==> src/rtl/wb_dest_ctrl.sv <==
// wb_dest_ctrl: multicycle writeback sequencer for the register-file write port.
//
// An instruction is classified on the cycle `start` is accepted. The
// sequencer waits out memory latency for loads and pop, drives the
// destination / write-data mux selects with the RegWrite strobe, and pulses
// `done` to the main control unit. Pop performs two writes back to back
// (rt from memory, then sp from the ALU).
//
// Optional build macro: WB_STALL_EN adds a `stall` input that freezes the
// sequencer and suppresses its strobes until it drops.
//
// Ports:
//   clk        in   rising-edge clock
//   reset      in   synchronous, active-high; returns the FSM to IDLE
//   stall      in   (WB_STALL_EN only) hold state, suppress strobes
//   start      in   one-cycle request; opcode/funct sampled with it
//   opcode     in   [5:0] instruction[31:26]
//   funct      in   [5:0] instruction[5:0], used only for opcode 0
//   wr_sel     out  [1:0] destination: 00 rt, 01 sp, 10 ra, 11 rd
//   wd_sel     out  [1:0] data: 00 alu, 01 mem, 10 pc, 11 imm<<16
//   reg_write  out  register-file write enable, one cycle per write
//   busy       out  high in every state except IDLE
//   done       out  one-cycle completion pulse
//   illegal    out  one-cycle pulse alongside done for unknown opcodes
//
// Handshake: `start` is a single-cycle request with no ready signal. It is
// accepted only in IDLE (and, with WB_STALL_EN, only while stall=0); at any
// other time it is ignored and the latched class is left untouched. `busy`
// tells the requester that a request would currently be dropped.

module wb_dest_ctrl #(
  parameter int unsigned MEM_WAIT = 2,
  parameter logic [5:0]  OP_PUSH  = 6'h1e,
  parameter logic [5:0]  OP_POP   = 6'h1f
) (
  input  logic       clk,
  input  logic       reset,
`ifdef WB_STALL_EN
  input  logic       stall,
`endif
  input  logic       start,
  input  logic [5:0] opcode,
  input  logic [5:0] funct,
  output logic [1:0] wr_sel,
  output logic [1:0] wd_sel,
  output logic       reg_write,
  output logic       busy,
  output logic       done,
  output logic       illegal
);

  localparam logic [2:0] S_IDLE     = 3'd0;
  localparam logic [2:0] S_WAIT_MEM = 3'd1;
  localparam logic [2:0] S_WRITE1   = 3'd2;
  localparam logic [2:0] S_WRITE2   = 3'd3;
  localparam logic [2:0] S_FIN      = 3'd4;

  localparam logic [1:0] K_NONE   = 2'd0;
  localparam logic [1:0] K_SINGLE = 2'd1;
  localparam logic [1:0] K_LOAD   = 2'd2;
  localparam logic [1:0] K_POP    = 2'd3;

  localparam logic [1:0] DST_RT = 2'b00;
  localparam logic [1:0] DST_SP = 2'b01;
  localparam logic [1:0] DST_RA = 2'b10;
  localparam logic [1:0] DST_RD = 2'b11;

  localparam logic [1:0] WD_ALU = 2'b00;
  localparam logic [1:0] WD_MEM = 2'b01;
  localparam logic [1:0] WD_PC  = 2'b10;
  localparam logic [1:0] WD_IMM = 2'b11;

  localparam logic [2:0] MEM_WAIT_C = 3'(MEM_WAIT);

  logic stall_w;
`ifdef WB_STALL_EN
  assign stall_w = stall;
`else
  assign stall_w = 1'b0;
`endif

  logic [2:0] state_q, state_d;
  logic [2:0] cnt_q, cnt_d;
  logic [1:0] wr_q, wr_d;
  logic [1:0] wd_q, wd_d;
  logic       pop_q, pop_d;
  logic       ill_q, ill_d;

  // Instruction classification.
  logic [1:0] dec_kind;
  logic [1:0] dec_wr;
  logic [1:0] dec_wd;
  logic       dec_ill;

  always_comb begin
    dec_kind = K_NONE;
    dec_wr   = DST_RT;
    dec_wd   = WD_ALU;
    dec_ill  = 1'b0;
    if (opcode == 6'h00) begin
      // jr, mult and div produce no register-file write.
      if (funct == 6'h08 || funct == 6'h18 || funct == 6'h1a) begin
        dec_kind = K_NONE;
      end else begin
        dec_kind = K_SINGLE;
        dec_wr   = DST_RD;
      end
    end else if (opcode == OP_PUSH) begin
      dec_kind = K_SINGLE;
      dec_wr   = DST_SP;
    end else if (opcode == OP_POP) begin
      // First write of pop is rt <- mem; the sp write is fixed in WRITE2.
      dec_kind = K_POP;
      dec_wd   = WD_MEM;
    end else begin
      case (opcode)
        6'h08, 6'h09, 6'h0a, 6'h0c: dec_kind = K_SINGLE;
        6'h0f: begin
          dec_kind = K_SINGLE;
          dec_wd   = WD_IMM;
        end
        6'h23, 6'h21, 6'h20: begin
          dec_kind = K_LOAD;
          dec_wd   = WD_MEM;
        end
        6'h2b, 6'h29, 6'h28, 6'h04, 6'h05, 6'h02: dec_kind = K_NONE;
        6'h03: begin
          dec_kind = K_SINGLE;
          dec_wr   = DST_RA;
          dec_wd   = WD_PC;
        end
        default: dec_ill = 1'b1;
      endcase
    end
  end

  // Next-state logic. A stall freezes the FSM, the wait counter and the
  // latched class in one place.
  always_comb begin
    state_d = state_q;
    cnt_d   = cnt_q;
    wr_d    = wr_q;
    wd_d    = wd_q;
    pop_d   = pop_q;
    ill_d   = ill_q;
    if (!stall_w) begin
      case (state_q)
        S_IDLE: begin
          if (start) begin
            wr_d  = dec_wr;
            wd_d  = dec_wd;
            pop_d = (dec_kind == K_POP);
            ill_d = dec_ill;
            case (dec_kind)
              K_NONE:   state_d = S_FIN;
              K_SINGLE: state_d = S_WRITE1;
              default: begin
                if (MEM_WAIT_C == 3'd0) begin
                  state_d = S_WRITE1;
                end else begin
                  state_d = S_WAIT_MEM;
                  cnt_d   = MEM_WAIT_C;
                end
              end
            endcase
          end
        end
        S_WAIT_MEM: begin
          // Counter holds the number of wait cycles still to spend,
          // including this one; leave when this is the last.
          if (cnt_q <= 3'd1) begin
            state_d = S_WRITE1;
            cnt_d   = 3'd0;
          end else begin
            cnt_d = cnt_q - 3'd1;
          end
        end
        S_WRITE1: state_d = pop_q ? S_WRITE2 : S_IDLE;
        S_WRITE2: state_d = S_IDLE;
        S_FIN:    state_d = S_IDLE;
        default:  state_d = S_IDLE;
      endcase
    end
  end

  // Outputs are decoded from state; the mux selects read 00 whenever no
  // write is being issued.
  always_comb begin
    wr_sel    = DST_RT;
    wd_sel    = WD_ALU;
    reg_write = 1'b0;
    done      = 1'b0;
    illegal   = 1'b0;
    busy      = (state_q != S_IDLE);
    if (!stall_w) begin
      case (state_q)
        S_WRITE1: begin
          reg_write = 1'b1;
          wr_sel    = wr_q;
          wd_sel    = wd_q;
          done      = !pop_q;
        end
        S_WRITE2: begin
          reg_write = 1'b1;
          wr_sel    = DST_SP;
          wd_sel    = WD_ALU;
          done      = 1'b1;
        end
        S_FIN: begin
          done    = 1'b1;
          illegal = ill_q;
        end
        default: begin
          reg_write = 1'b0;
        end
      endcase
    end
  end

  always_ff @(posedge clk) begin
    if (reset) begin
      state_q <= S_IDLE;
      cnt_q   <= 3'd0;
      wr_q    <= DST_RT;
      wd_q    <= WD_ALU;
      pop_q   <= 1'b0;
      ill_q   <= 1'b0;
    end else begin
      state_q <= state_d;
      cnt_q   <= cnt_d;
      wr_q    <= wr_d;
      wd_q    <= wd_d;
      pop_q   <= pop_d;
      ill_q   <= ill_d;
    end
  end

endmodule

==> config.mk <==
export PLATFORM = sky130hd
export DESIGN_NAME = wb_dest_ctrl
export DESIGN_NICKNAME = d
export VERILOG_FILES = /design/src/rtl/wb_dest_ctrl.sv
export SDC_FILE = /design/constraint.sdc
export NUM_CORES = 1
export LEC_CHECK = 0
export ABC_AREA = 1
export BUFFER_PORTS_ARGS = -buffer_cell sky130_fd_sc_hd__buf_2
export CORE_UTILIZATION = 54
export DETAILED_ROUTE_END_ITERATION = 6
export PLACE_DENSITY = 0.84
export SLEW_MARGIN = 20
export SYNTH_ARGS = -nofsm -noshare
export SYNTH_HDL_FRONTEND = slang
export SYNTH_SLANG_ARGS = --single-unit
==> constraint.sdc <==
create_clock -name clk -period 3.2 [get_ports clk]
set_input_delay 0.32 -clock clk [delete_from_list [all_inputs] [get_ports clk]]
set_output_delay 0.32 -clock clk [all_outputs]
set_load 0.01 [all_outputs]
* Word-level counts from Yosys, hierarchy flattened *
Cells that the tools add are included.

word-level totals
  bits in registers = 12

cells by class
  $add $sub $neg = 1
  order comparisons = 1
  eq/ne operators = 29
  multiplexer cells = 32
  reductions and logical operators = 17

operators with widths
  kind                                                                    count
  6-bit by 4-bit == test with 1-bit output (second input constant)        6
  6-bit == test (second input constant)                                   6
  2-bit two-way mux                                                       13
  6-bit by 5-bit == test with 1-bit output (second input constant)        4
  3-bit two-way mux                                                       5
  15-bit OR reduction                                                     1
  6-bit by 2-bit == test with 1-bit output (second input constant)        2
  6-bit by 3-bit == test with 1-bit output (second input constant)        2
  3-bit case mux with 2 select lines                                      2
  3-bit case mux with 3 select lines                                      1
  2-bit case mux with 2 select lines                                      2
  1-bit two-way mux                                                       7
  3-bit by 2-bit == test with 1-bit output (second input constant)        2
  6-bit logical NOT                                                       1
  2-bit != test (second input constant)                                   3
  2-bit case mux with 3 select lines                                      1
  2-bit OR reduction                                                      3
  6-bit OR reduction                                                      1
  2-bit AND reduction                                                     2
  3-bit by 1-bit == test with 1-bit output (second input constant)        1
  3-bit == test (second input constant)                                   1
  3-bit by 1-bit <= comparator with 1-bit output (second input constant)  1
  3-bit logical NOT                                                       1
  3-bit AND reduction                                                     1
  10 further kinds                                                        11

* Longest topological paths before layout *
  depth in word-level cells = 11
  gate-level depth with buffers = 9
  gate-level depth less buffers = 9

* Least setup slack after synthesis *
OpenSTA, ideal clock, no wires.

  kind = register to output
  start = register state_q[1]
  end = output port wd_sel[0]
  data arrival time = 0.888 ns
  data required time = 2.880 ns
  slack = 1.992 ns
  cell stages (with the launch flop) = 5
  path buffers = 0
  cells stage by stage = dfxtp_1 inv_2 nor2_2 nand2_1 nor2_1

between the ends
  cells in the longest elaborated chain, start to end = 2

ends and longest elaborated chain
  element                                   line  text
  start, declared                           82    logic [2:0] state_q, state_d;
  start signal, assigned                    229   state_q <= state_d;
  3-bit by 2-bit == test with 1-bit output  196   case (state_q)
  2-bit two-way mux                         196
  end, declared                             45    output logic [1:0] wd_sel,

Every way passes these cells.

* Worst setup path in the final report *
Ends and elaborated chain as after synthesis.

==> run metrics <==
vias in the first global route 817; worst skew pair latency between 200 and 300 ps; clock slew at reported path FFs 80 ps; Post-Syn Area about 840 um2; register area share after synthesis 28.6%; DRT iter0 DRCs 31; maximum vdd drop 0.314 mV; WP data arrival 1300 ps; Critical Path Fanout Max 5; Via Count between 900 and 1k; total CTS buffers 3; Synth Instances 135; detailed placement HPWL between 1.5 and 2 mm; Non-Filler Instances 176; Final Hold Fails 0; post-layout net count 179; FILL cells ~120; Hold Buf Count CTS 0; crit path kind register to output pin; FMAX just over 600 MHz; PD cells between 300 and 400 nW/um2; Vias per Instance 5.29; Die Ht 41.5 um; Die Wd ~41 um; post-route minimum period 1620 ps; Setup crit start kind register; share of cells above drive strength 1 23.6%; die area 1720 um2; post-layout util 73.6%; DP Cell Count between 150 and 200; WL per Instance ~11 um; Starting Density 61.5%; Fin Setup TNS 0 ps; Fin Clk Skew 4.10 ps; Rel. slew slack 82.5%; worst hold path class input port to register; RSZ-0062 raised after global routing false; core box area about 1400 um2; synth-to-layout area growth 19.6%; largest net degree at the start of global routing 9; I/O Pins 23; input/output buffers 22; placer congestion estimate 0.943; FF+latch count, synth 12; syn nets 152; routed wire length 1.94 mm; CTS tree yes; Max Cap Violations 0; 1st-pass router iterations 4; initial antenna violation count 0; P_leak 0.509 nW; post-place setup slack between 1500 and 2000 ps; clock sinks 12; final worst setup slack about 1600 ps; Post-Syn Area per Cell around 6.2 um2; post-route ant nets 0; Final period util 50.7%; postcts setup bufs 0; total gr overflow 0; number of library cell types mapped by synthesis 24; power after layout 0.000367 W; Post-CTS Resized 0; fin. max-slew vios 0; # DRC 0; Final setup viols 0; global-route wire length before repair around 3.4 mm; synth warn 0; clk buf depth 2; root buf cell clkbuf_4; CTS HTree Levels 1; Ant. Diodes 0; status finished, final reports clean; Worst Path Required 2880 ps; nature of the critical path endpoint output pin; row count 13; GRT Overall Usage 25.2%; Worst Max-Slew Pin Slew approximately 260 ps
-- Yosys cell counts, drive strengths merged --
| cell type | count | area share (%) |
|---|---|---|
| nand2 | 29 | 14 |
| inv | 28 | 13 |
| nor2 | 23 | 14 |
| a21oi | 13 | 8.2 |
| dfxtp | 12 | 29 |
| nand3 | 12 | 8.6 |
| o21ai | 8 | 4.8 |
| ha | 2 | 3.0 |
| o21a | 2 | 1.8 |
| a31oi | 1 | 0.74 |
| a41oi | 1 | 1.0 |
| nand3b | 1 | 0.89 |
| nand4 | 1 | 0.74 |
| nor3 | 1 | 0.59 |
| xor2 | 1 | 1.0 |
-- worst max-delay path, cell delays in order (launching register included) --
cell	delay, ps
dfxtp_1	350
inv_2	70
nor2_2	170
nand2_1	160
nor2_1	130
buf_2	140
-- sequential cells by signal (all words and copies together) (netlist names) --
name	count
state_q	3
wd_q	2
pop_q	1
wr_q	2
ill_q	1
cnt_q	3
-- final cells by class --
cell class,instances,area (um2),share of cell area [%]
sequential,12,240,23.9
multi-input combinational,95,493,49.0
timing repair buffer,22,110,10.9
inverter,28,108,10.7
clock buffer,4,36.3,3.61
tap,15,18.8,1.87
-- kinds of logic (layout without fill, tap and decap cells) --
| kind of cell | after synthesis | count (layout) | synth area share (%) |
|---|---|---|---|
| adders and majority gates | 2 | 2 | 2.98 |
| buffers and inverters | 28 | 54 | 12.8 |
| xor gates and xnor gates | 1 | 1 | 1.04 |
| DFF | 12 | 12 | 28.6 |
| and+or+nand+nor | 67 | 67 | 38.1 |
| AOI/OAI and AO/OA | 25 | 25 | 16.5 |
-- cell usage in the layout (no fill, tap or decap), types with 2 or more instances in the layout --
master	n
nor2_2	2
nand2_2	2
nor2_1	19
nand3_1	11
inv_2	3
ha_1	2
buf_2	22
inv_1	24
a21oi_1	12
clkbuf_4	3
nand2_1	27
dfxtp_1	12
o21ai_0	7
o21a_1	2
-- stage by stage --
stage,instance area (um2),hold WS [ps]
floorplan,841,382
global placement,970,452
detailed placement,970,458
CTS,1010,264
global route,1010,261
finish,1010,266
-- path summary, 6_finish.rpt --
kind,startpoint,end,slack [ps],cells after the start
min,reset,state_q[0]$_SDFFE_PP0P_,270,2
min reg2reg,wd_q[1]$_SDFFE_PP0P_,wd_q[1]$_SDFFE_PP0P_,470,2
max reg2reg,cnt_q[1]$_SDFFE_PP0P_,state_q[0]$_SDFFE_PP0P_,1850,8
max,state_q[1]$_SDFFE_PP0P_,wd_sel[0],1580,5
-- routing by layer --
| layer | wire (um) | GRT usage, % |
|---|---|---|
| met4 | 0 | 6.45 |
| met2 | 894 | 40.3 |
| met3 | 135 | 8.26 |
| met1 | 915 | 32.5 |
| met5 | 0 | 0 |
-- power by group --
group | leakage [nW] | internal, W | switching, W
Sequential | 0.0979 | 0.000157 | 0.00000495
Clock | 0.0210 | 0.0000693 | 0.0000547
Combinational | 0.390 | 0.0000306 | 0.0000509
(Power assumes the default switching activity.)
